**config.mk**
```make
export PLATFORM = sky130hd
export DESIGN_NAME = sni_uart_flat
export DESIGN_NICKNAME = d
export VERILOG_FILES = /design/src/rtl/sni_pkg.sv /design/src/rtl/sni_uart_if.sv /design/src/rtl/sni_uart_rx.sv /design/src/rtl/sni_uart.sv /design/src/flat_wrapper.sv
export SDC_FILE = /design/constraint.sdc
export NUM_CORES = 1
export LEC_CHECK = 0
export ABC_AREA = 1
export BUFFER_PORTS_ARGS = -buffer_cell sky130_fd_sc_hd__buf_2
export CORE_ASPECT_RATIO = 1.1
export CORE_MARGIN = 2
export CORE_UTILIZATION = 37
export DETAILED_ROUTE_END_ITERATION = 8
export GPL_TIMING_DRIVEN = 0
export MAX_ROUTING_LAYER = met4
export PLACE_DENSITY = 0.64
export RECOVER_POWER = 25
export SLEW_MARGIN = 15
export SYNTH_ARGS = -nofsm -noshare
export SYNTH_HDL_FRONTEND = slang
export SYNTH_HIERARCHICAL = 1
export SYNTH_SLANG_ARGS = --single-unit
```
**constraint.sdc**
```tcl
create_clock -name clk -period 1.8 [get_ports clk]
set_input_delay 0.18 -clock clk [delete_from_list [all_inputs] [get_ports clk]]
set_output_delay 0.18 -clock clk [all_outputs]
set_load 0.05 [all_outputs]
```
**src/rtl/sni_pkg.sv**
```systemverilog
// rtl/sni_pkg.sv - shared types and constants for the SNI serial transceiver
package sni_pkg;

    localparam int SNI_CLKS_PER_BIT_DEFAULT = 746;

    // tdata_m / rdata_m bit positions
    localparam int SEND_EN = 8;
    localparam int FERR    = 8;
    localparam int OVR     = 9;

    typedef enum logic [1:0] {
        RX_IDLE,
        RX_START,
        RX_DATA,
        RX_STOP
    } rx_state_t;

    typedef enum logic [2:0] {
        TX_IDLE,
        TX_WAIT,
        TX_START,
        TX_DATA,
        TX_STOP
    } tx_state_t;

endpackage

```
**src/rtl/sni_uart_if.sv**
```systemverilog
// rtl/sni_uart_if.sv - engine-side byte handshake between the SNI command engine and the UART
interface sni_uart_if;
    logic        rbf;
    logic        rxint;
    logic [15:0] rdata_m;
    logic        tdata_i;
    logic [15:0] tdata_m;
    logic        txint;

    modport master (output rbf, tdata_i, tdata_m, input rxint, rdata_m, txint);
    modport slave  (input rbf, tdata_i, tdata_m, output rxint, rdata_m, txint);
endinterface

```
**src/rtl/sni_uart_rx.sv**
```systemverilog
// rtl/sni_uart_rx.sv - UART receiver: pin synchroniser, mid-bit sampler, one-cycle done strobe
module sni_uart_rx
    import sni_pkg::*;
#(
    parameter int CLKS_PER_BIT = SNI_CLKS_PER_BIT_DEFAULT
) (
    input  logic       clk,
    input  logic       reset,
    input  logic       rxd,
    output logic [7:0] rx_byte,
    output logic       rx_ferr,
    output logic       rx_done
);

    localparam int CNT_W = $clog2(CLKS_PER_BIT);
    localparam logic [CNT_W-1:0] CNT_FULL = CNT_W'(CLKS_PER_BIT - 1);
    localparam logic [CNT_W-1:0] CNT_HALF = CNT_W'(CLKS_PER_BIT / 2 - 1);

    logic            sync1_q, sync2_q, sync3_q;
    rx_state_t       state_q, state_d;
    logic [CNT_W-1:0] cnt_q, cnt_d;
    logic [2:0]      bit_q, bit_d;
    logic [7:0]      shreg_q, shreg_d;
    logic            ferr_q, ferr_d;
    logic            done_q, done_d;
    logic            fall;

    // sync3 only serves edge detection; sampling uses sync2
    assign fall = sync3_q & ~sync2_q;

    always_comb begin
        state_d = state_q;
        cnt_d   = cnt_q;
        bit_d   = bit_q;
        shreg_d = shreg_q;
        ferr_d  = ferr_q;
        done_d  = 1'b0;
        case (state_q)
            RX_IDLE: begin
                if (fall) begin
                    state_d = RX_START;
                    cnt_d   = '0;
                end
            end
            RX_START: begin
                if (cnt_q == CNT_HALF) begin
                    cnt_d   = '0;
                    bit_d   = '0;
                    state_d = sync2_q ? RX_IDLE : RX_DATA;
                end else begin
                    cnt_d = cnt_q + 1'b1;
                end
            end
            RX_DATA: begin
                if (cnt_q == CNT_FULL) begin
                    cnt_d   = '0;
                    shreg_d = {sync2_q, shreg_q[7:1]};
                    bit_d   = bit_q + 1'b1;
                    if (bit_q == 3'd7) state_d = RX_STOP;
                end else begin
                    cnt_d = cnt_q + 1'b1;
                end
            end
            RX_STOP: begin
                if (cnt_q == CNT_FULL) begin
                    cnt_d   = '0;
                    ferr_d  = ~sync2_q;
                    done_d  = 1'b1;
                    state_d = RX_IDLE;
                end else begin
                    cnt_d = cnt_q + 1'b1;
                end
            end
            default: state_d = RX_IDLE;
        endcase
    end

    always_ff @(posedge clk or posedge reset) begin
        if (reset) begin
            sync1_q <= 1'b1;
            sync2_q <= 1'b1;
            sync3_q <= 1'b1;
            state_q <= RX_IDLE;
            cnt_q   <= '0;
            bit_q   <= '0;
            shreg_q <= '0;
            ferr_q  <= 1'b0;
            done_q  <= 1'b0;
        end else begin
            sync1_q <= rxd;
            sync2_q <= sync1_q;
            sync3_q <= sync2_q;
            state_q <= state_d;
            cnt_q   <= cnt_d;
            bit_q   <= bit_d;
            shreg_q <= shreg_d;
            ferr_q  <= ferr_d;
            done_q  <= done_d;
        end
    end

    assign rx_byte = shreg_q;
    assign rx_ferr = ferr_q;
    assign rx_done = done_q;

endmodule

```
**src/rtl/sni_uart.sv**
```systemverilog
// rtl/sni_uart.sv - SNI UART top: TX serialiser, rxint stretcher, overrun and RTS/CTS flow control
// Optional build macro: SNI_UART_FLOWCTL_EN enables RTS from rbf and CTS-gated transmit start.
module sni_uart
    import sni_pkg::*;
#(
    parameter int CLKS_PER_BIT = SNI_CLKS_PER_BIT_DEFAULT,
    parameter int RXINT_CYCLES = 2
) (
    input  logic       clk,
    input  logic       reset,
    input  logic       uart_rxd,
    output logic       uart_txd,
    input  logic       uart_cts_n,
    output logic       uart_rts_n,
    sni_uart_if.slave  eng
);

    localparam int CNT_W = $clog2(CLKS_PER_BIT);
    localparam int RI_W  = $clog2(RXINT_CYCLES);
    localparam logic [CNT_W-1:0] CNT_FULL = CNT_W'(CLKS_PER_BIT - 1);

    logic [7:0] rx_byte;
    logic       rx_ferr;
    logic       rx_done;

    sni_uart_rx #(.CLKS_PER_BIT(CLKS_PER_BIT)) u_rx (
        .clk     (clk),
        .reset   (reset),
        .rxd     (uart_rxd),
        .rx_byte (rx_byte),
        .rx_ferr (rx_ferr),
        .rx_done (rx_done)
    );

    logic            rxint_q, rxint_d;
    logic [RI_W-1:0] ricnt_q, ricnt_d;
    logic [8:0]      rdata_q, rdata_d;
    logic            ovr_q, ovr_d;
    logic            rts_q, rts_d;
    tx_state_t       tx_state_q, tx_state_d;
    logic [CNT_W-1:0] tx_cnt_q, tx_cnt_d;
    logic [2:0]      tx_bit_q, tx_bit_d;
    logic [7:0]      tx_sh_q, tx_sh_d;
    logic            txd_q, txd_d;
    logic            txint_q, txint_d;
    logic            tx_go;
    logic            unused_inputs;

    assign unused_inputs = ^{eng.tdata_m[15:9], uart_cts_n};

`ifdef SNI_UART_FLOWCTL_EN
    logic cts1_q, cts2_q;
    always_ff @(posedge clk or posedge reset) begin
        if (reset) begin
            cts1_q <= 1'b1;
            cts2_q <= 1'b1;
        end else begin
            cts1_q <= uart_cts_n;
            cts2_q <= cts1_q;
        end
    end
    assign tx_go = ~cts2_q;
    assign rts_d = eng.rbf;
`else
    assign tx_go = 1'b1;
    assign rts_d = 1'b0;
`endif

    // Delivery and overrun: a full engine buffer drops the byte and latches the sticky flag
    always_comb begin
        rxint_d = rxint_q;
        ricnt_d = ricnt_q;
        rdata_d = rdata_q;
        ovr_d   = ovr_q;
        if (rxint_q) begin
            if (ricnt_q == '0) rxint_d = 1'b0;
            else               ricnt_d = ricnt_q - 1'b1;
        end
        if (rx_done) begin
            if (eng.rbf) begin
                ovr_d = 1'b1;
            end else begin
                rdata_d = {rx_ferr, rx_byte};
                rxint_d = 1'b1;
                ricnt_d = RI_W'(RXINT_CYCLES - 1);
            end
        end
    end

    always_comb begin
        tx_state_d = tx_state_q;
        tx_cnt_d   = tx_cnt_q;
        tx_bit_d   = tx_bit_q;
        tx_sh_d    = tx_sh_q;
        txd_d      = txd_q;
        txint_d    = txint_q;
        case (tx_state_q)
            TX_IDLE: begin
                // txint high in idle only happens for a no-send strobe: drop after one cycle
                if (txint_q) begin
                    txint_d = 1'b0;
                end else if (eng.tdata_i) begin
                    txint_d = 1'b1;
                    tx_sh_d = eng.tdata_m[7:0];
                    if (eng.tdata_m[SEND_EN]) tx_state_d = TX_WAIT;
                end
            end
            TX_WAIT: begin
                if (tx_go) begin
                    tx_state_d = TX_START;
                    tx_cnt_d   = '0;
                    txd_d      = 1'b0;
                end
            end
            TX_START: begin
                if (tx_cnt_q == CNT_FULL) begin
                    tx_state_d = TX_DATA;
                    tx_cnt_d   = '0;
                    tx_bit_d   = '0;
                    txd_d      = tx_sh_q[0];
                    tx_sh_d    = {1'b0, tx_sh_q[7:1]};
                end else begin
                    tx_cnt_d = tx_cnt_q + 1'b1;
                end
            end
            TX_DATA: begin
                if (tx_cnt_q == CNT_FULL) begin
                    tx_cnt_d = '0;
                    if (tx_bit_q == 3'd7) begin
                        tx_state_d = TX_STOP;
                        txd_d      = 1'b1;
                    end else begin
                        tx_bit_d = tx_bit_q + 1'b1;
                        txd_d    = tx_sh_q[0];
                        tx_sh_d  = {1'b0, tx_sh_q[7:1]};
                    end
                end else begin
                    tx_cnt_d = tx_cnt_q + 1'b1;
                end
            end
            TX_STOP: begin
                if (tx_cnt_q == CNT_FULL) begin
                    tx_state_d = TX_IDLE;
                    tx_cnt_d   = '0;
                    txint_d    = 1'b0;
                end else begin
                    tx_cnt_d = tx_cnt_q + 1'b1;
                end
            end
            default: tx_state_d = TX_IDLE;
        endcase
    end

    always_ff @(posedge clk or posedge reset) begin
        if (reset) begin
            rxint_q    <= 1'b0;
            ricnt_q    <= '0;
            rdata_q    <= '0;
            ovr_q      <= 1'b0;
            rts_q      <= 1'b1;
            tx_state_q <= TX_IDLE;
            tx_cnt_q   <= '0;
            tx_bit_q   <= '0;
            tx_sh_q    <= '0;
            txd_q      <= 1'b1;
            txint_q    <= 1'b0;
        end else begin
            rxint_q    <= rxint_d;
            ricnt_q    <= ricnt_d;
            rdata_q    <= rdata_d;
            ovr_q      <= ovr_d;
            rts_q      <= rts_d;
            tx_state_q <= tx_state_d;
            tx_cnt_q   <= tx_cnt_d;
            tx_bit_q   <= tx_bit_d;
            tx_sh_q    <= tx_sh_d;
            txd_q      <= txd_d;
            txint_q    <= txint_d;
        end
    end

    assign uart_txd    = txd_q;
    assign uart_rts_n  = rts_q;
    assign eng.rxint   = rxint_q;
    assign eng.rdata_m = {6'b0, ovr_q, rdata_q};
    assign eng.txint   = txint_q;

endmodule
```
**src/flat_wrapper.sv**
```systemverilog
// flat-port wrapper written by rule: the top's interface ports become plain ports
module sni_uart_flat import sni_pkg::*;
#(
    parameter int CLKS_PER_BIT = SNI_CLKS_PER_BIT_DEFAULT,
    parameter int RXINT_CYCLES = 2
)
  (clk, reset, uart_rxd, uart_txd, uart_cts_n, uart_rts_n, eng_rbf, eng_tdata_i, eng_tdata_m, eng_rxint, eng_rdata_m, eng_txint);
  sni_uart_if eng_i ();
  input  logic clk;
  input  logic reset;
  input  logic uart_rxd;
  output logic uart_txd;
  input  logic uart_cts_n;
  output logic uart_rts_n;
  input wire logic [$bits(eng_i.rbf)-1:0] eng_rbf;
  input wire logic [$bits(eng_i.tdata_i)-1:0] eng_tdata_i;
  input wire logic [$bits(eng_i.tdata_m)-1:0] eng_tdata_m;
  output wire logic [$bits(eng_i.rxint)-1:0] eng_rxint;
  output wire logic [$bits(eng_i.rdata_m)-1:0] eng_rdata_m;
  output wire logic [$bits(eng_i.txint)-1:0] eng_txint;
  assign eng_i.rbf = eng_rbf;
  assign eng_i.tdata_i = eng_tdata_i;
  assign eng_i.tdata_m = eng_tdata_m;
  assign eng_rxint = eng_i.rxint;
  assign eng_rdata_m = eng_i.rdata_m;
  assign eng_txint = eng_i.txint;
  sni_uart #(.CLKS_PER_BIT(CLKS_PER_BIT), .RXINT_CYCLES(RXINT_CYCLES)) u_core (.clk(clk), .reset(reset), .uart_rxd(uart_rxd), .uart_txd(uart_txd), .uart_cts_n(uart_cts_n), .uart_rts_n(uart_rts_n), .eng(eng_i));
endmodule
```
* Word-level counts from Yosys, hierarchy flattened
Index checks and enable logic that the tools add are counted.
** Storage, ports and cells
- Register bits after elaboration :: 67
- Input bits :: 22
- Output and inout bits :: 20
- Word-level logic and storage cells :: 125
** Operators by class
- $add $sub $neg :: 5
- Equal/unequal tests :: 25
- Multiplexer cells :: 51
- Bitwise operators :: 3
- Reduce and logical (&&, ||, !) cells :: 21
** Operators by type and width (count)
- 10-bit 2-to-1 mux :: 4
- 8-bit 2-to-1 mux :: 5
- 3-bit 2-to-1 mux :: 11
- 10-bit one-hot mux with 3 select lines :: 1
- 8-bit one-hot mux with 3 select lines :: 1
- 10-bit by 1-bit adder with 10-bit output (second input constant) :: 2
- 10-bit == test (second input constant) :: 2
- 10-bit one-hot mux with 2 select lines :: 1
- 2-bit inequality test (second input constant) :: 9
- 1-bit 2-to-1 mux :: 16
- 3-bit one-hot mux with 5 select lines :: 1
- 2-bit 2-to-1 mux :: 6
- 3-bit one-hot mux with 2 select lines :: 2
- 10-bit by 9-bit == test with 1-bit output (second input constant) :: 1
- 2-bit AND reduction :: 5
- 3-bit == test (second input constant) :: 3
- 2-bit by 1-bit inequality test with 1-bit output (second input constant) :: 4
- 2-bit one-hot mux with 4 select lines :: 1
- 2-bit nonzero test :: 4
- 7-bit AND reduction :: 1
- 3-bit by 1-bit adder with 3-bit output (second input constant) :: 2
- 3-bit by 2-bit == test with 1-bit output (second input constant) :: 2
- 3-bit AND reduction :: 2
- 6-bit AND reduction :: 1
- other kinds (15) :: 18

* Depth between registers and ports, before layout
- Word-level depth :: 5
- Gate-level depth with buffers :: 10
- Depth with buffers taken out :: 10

* Modules after synthesis
Netlist, hierarchy kept.
** By module, submodules not included
- sni_uart :: instances 1, cells each 260, area each 2120.8 um2, seq. area each 978.4 um2
- sni_uart_rx :: instances 1, cells each 166, area each 1430.1 um2, seq. area each 704.4 um2

* Worst setup path after synthesis
OpenSTA, ideal clock, no wires.
- Path kind :: reg-to-reg
- Start :: reg u_core.tx_bit_q[0]
- End :: reg u_core.tx_sh_q[0]
- Library setup time :: 116 ps
- Arrival :: 1369 ps
- Data required time :: 1684 ps
- Setup slack :: 315 ps
- Stages on the path, launching flop included :: 9
- Path buffers :: 0
- Period minus slack after synthesis :: 1485 ps
- Path through :: dfrtp_1 -> ha_1 -> ha_1 -> nand2_1 -> o21ai_2 -> nor2_4 -> nand2_4 -> nand2_1 -> nand2_1
** Between the ends
- Cells in the longest elaborated chain, start to end :: 3
** RTL lines
- from (decl) :: line sni_uart.sv:42 : logic [2:0] tx_bit_q, tx_bit_d;
- from (signal assigned) :: line sni_uart.sv:175 : tx_bit_q <= tx_bit_d;
- 3-bit == test :: line sni_uart.sv:129 : if (tx_bit_q == 3'd7) begin
- 2-bit inequality test (no source line)
- 6-bit AND reduction (no source line)
- to (signal assigned) :: line sni_uart.sv:176 : tx_sh_q <= tx_sh_d;
- to (decl) :: line sni_uart.sv:43 : logic [7:0] tx_sh_q, tx_sh_d;
Every way passes these cells.
A chain may end at the register's enable or synchronous reset.

* Worst setup path after layout
- Start :: reg u_core.tx_bit_q[0]
- End :: reg u_core.tx_sh_q[4]
The elaborated chain is that of the path after synthesis.

==> impl_metrics.py <==
metrics = {
    "run_status": {
        "outcome": "finished clean",
    },
    "final_layout": {
        "fillCellCount": 944,
        "final_cell_mix": "nand2_1, dfrtp_1, inv_1",
        "register_area_um2": 1683,
        "layout-drive-gt1-share_pct": 23.70,
        "diodes": 0,
        "fin_cells": 598,
        "final_core_util_pct": 44.03,
        "final_area_um2": 4118,
        "multiInputGateArea_um2": 1595,
        "mostFrequentLayoutCell": "nand2_1",
        "area_growth_pct": 15.96,
        "nNetsFinal": 507,
    },
    "floorplanning": {
        "core_area_um2": 9351,
        "die_w_um": 97.41,
        "row_count": 37,
        "start_util_pct": 37.97,
        "dieArea_um2": 10400,
        "die_h_um": 106.7,
        "io_pins": 42,
    },
    "grt": {
        "antenna_found_initial": 0,
        "grt_max_degree": 30,
        "grt_pass1_vias": 2696,
        "overflow": 0,
        "grt_usage_pct": 14.93,
        "grt_pass1_wl_mm": 12.30,
    },
    "timing": {
        "fin_crit_ns": 1.606,
        "tightest_slew_ns": 0.9752,
        "hold_viol": 0,
        "drv_slew": 0,
        "fin_skew_ns": 0.006544,
        "rsz0062_at_grt": "no",
        "setup_viol": 0,
        "max_freq_ghz": 0.6226,
        "tns_ns": 0,
        "fin_crit_sh_pct": 89.23,
        "slew_headroom_pct": 34.59,
    },
    "synthesis": {
        "synth-main-ff-cell": "dfrtp_1",
        "synth_area_leaders": "dfrtp_1, nand2_1, nand3_1",
        "yosysSeqAreaShare_pct": 47.39,
        "synthCells": 426,
        "yosysWarningCount": 6,
        "synth.mux.area_fraction_pct": 2.854,
        "synth_xor_area_share_pct": 0.4933,
        "synth_top_family_by_area": "simple AND/OR/NAND/NOR gates",
        "synth.distinct_cells": 40,
        "syn_area_per_cell_um2": 8.335,
        "netlist_area_um2": 3551,
        "synthArstFlopShare_pct": 100.0,
        "synth_fa_ha_area_share_pct": 3.171,
        "synth-simple-area-share_pct": 30.69,
        "synth_edf_count": 0,
        "synth_compound_gate_area_share_pct": 6.977,
        "netlist.area_leader.share_pct": 43.69,
        "synth.largest_area_cell": "dfrtp_1",
        "ys_seq_elements": 67,
    },
    "clock_tree": {
        "cts_tree": "yes",
        "cts_inserted_buffers": 9,
        "cts_max_level": 3,
        "clock_latency_ns": 0.35,
        "post_cts_resized": 0,
        "ctsRootBufferMaster": "clkbuf_8",
        "cts.sinks": 67,
        "cts_max_path_buffers": 2,
        "clkTransAtPathRegs_ns": 0.07,
    },
    "worst_setup_path": {
        "crit_required_ns": 2.09,
        "worstSetupStartpointType": "register",
        "crit_type": "reg -> reg",
        "critPathMaxFanout": 5,
        "arrival_ns": 1.89,
        "cp-end-kind": "register",
    },
    "min_path": {
        "hold_class": "in -> reg",
    },
    "routing": {
        "drt_pass1_iterations": 5,
        "viasPerCell": 4.763,
        "finalWirelength_mm": 6.976,
        "drtIter0Drc": 128,
        "wire_per_inst_um": 11.67,
        "num_vias": 2848,
        "ant_nets": 0,
        "remaining_drc_errors": 0,
    },
    "power_and_ir_drop": {
        "ir_drop_mv": 0.4505,
        "p_leak_nw": 2.189,
        "p_per_area_nw_per_um2": 864.3,
        "finalPower_mw": 3.559,
    },
    "placed_design": {
        "place_area_um2": 3875,
        "dp_cells": 577,
        "gp_congestion": 0.8902,
        "port_buffers": 27,
        "dp.final_hpwl_mm": 5.014,
    },
    "run": {
        "drv_cap": 0,
    },
}
[sequential cells by signal, indices dropped and copies added, names as in the netlist, 3 cells and up, named ones only]
| register | cells |
|---|---|
| u_core/tx_state_q | 3 |
| u_core/u_rx/cnt_q | 10 |
| u_core/tx_cnt_q | 10 |
| u_core/tx_bit_q | 3 |
| u_core/u_rx/bit_q | 3 |
| u_core/u_rx/rx_byte | 8 |
| u_core/rdata_q | 9 |
| u_core/tx_sh_q | 8 |
[through the flow]
| step | hold WS (ns) | worst slack (ns) |
|---|---|---|
| 2_1_floorplan | 0.1845 | 0.3147 |
| 3_3_place_gp | 0.2852 | 0.1468 |
| 3_5_place_dp | 0.1457 | 0.1176 |
| 4_1_cts | 0.04687 | 0.1064 |
| 5_1_grt | 0.08202 | 0.03050 |
| 6_report | 0.06446 | 0.1939 |
[path summary, 6_finish.rpt]
path,from,endpoint,slack (ns),cells past startpoint
setup / recovery,u_core/tx_bit_q[0]$_DFFE_PP0P_,u_core/tx_sh_q[4]$_DFFE_PP0P_,0.19,8
hold / removal,eng_rbf,u_core/ovr_q$_DFFE_PP0P_,0.06,2
setup reg to reg,u_core/tx_bit_q[0]$_DFFE_PP0P_,u_core/tx_sh_q[4]$_DFFE_PP0P_,0.19,8
hold reg to reg,u_core/u_rx/sync1_q$_DFF_PP1_,u_core/u_rx/sync2_q$_DFF_PP1_,0.36,0
max in group asynchronous,reset,u_core/rdata_q[2]$_DFFE_PP0P_,0.38,4
min in group asynchronous,reset,u_core/tx_sh_q[6]$_DFFE_PP0P_,0.38,3
[layer usage]
metal / share of wire [%] / vias to the layer above / GRT usage [%]
met5: 0 / - / -
met4: 2.2 / 0 / 7.242
met3: 3.0 / 16 / 2.477
met2: 49 / 46 / 24.09
met1: 46 / 1334 / 18.41
li1: - / 1452 / -
[area by class of cell]
class                           count  area share, %
Clock inverter                      1         0.7293
Buffer                             14          2.735
Tap cell                          117          3.555
Sequential cell                    67          40.87
Timing Repair Buffer               33          4.406
Clock buffer                       15          4.528
Multi-Input combinational cell    303          38.74
Inverter                           48          4.436
[kinds of logic after synthesis]
group	after synthesis
AND/OR/NAND/NOR	237
flip-flops	67
buffers and inverters	62
AO/OA/AOI/OAI	39
adder cells (fa/ha/maj)	9
multiplexers	9
XOR/XNOR	2
other	1
[Yosys cell counts (2+ instances only)]
| cell type | instances |
|---|---|
| nor2_4 | 3 |
| nor3_1 | 6 |
| dfstp_2 | 5 |
| nand3_2 | 2 |
| nor2_2 | 5 |
| buf_4 | 7 |
| o21ai_4 | 2 |
| nand3b_2 | 2 |
| nand2_4 | 3 |
| buf_2 | 2 |
| nand2_2 | 6 |
| a21oi_1 | 2 |
| inv_2 | 13 |
| o21ai_1 | 6 |
| o21ai_0 | 16 |
| dfrtp_1 | 62 |
| o22ai_1 | 5 |
| nand3_1 | 29 |
| mux2_2 | 9 |
| nand2_1 | 143 |
| o21bai_1 | 2 |
| inv_1 | 34 |
| ha_1 | 9 |
| buf_6 | 4 |
| nand4_1 | 12 |
| nor2_1 | 22 |
| o21ai_2 | 2 |
[repair_timing]
item	in CTS	in global routing
endpoints found under the setup margin	0	8
setup buffers	0	3
endpoints found under the hold margin	10	0
hold buffers	2	0
[power breakdown]
| part | switching [mW] | internal (mW) |
|---|---|---|
| logic | 0.326 | 0.174 |
| registers | 0.105 | 1.59 |
| clock network | 0.566 | 0.794 |
| total | 0.997 | 2.56 |
[worst max-delay path, stage by stage, from the launching register on]
cell and delay (ns):
dfrtp_1 0.41, ha_1 0.21, ha_1 0.22, nand2_1 0.15, o21ai_2 0.09, nor2_4 0.17
buf_4 0.16, nand3_1 0.06, nand2_1 0.07
(Power assumes the default switching activity.)
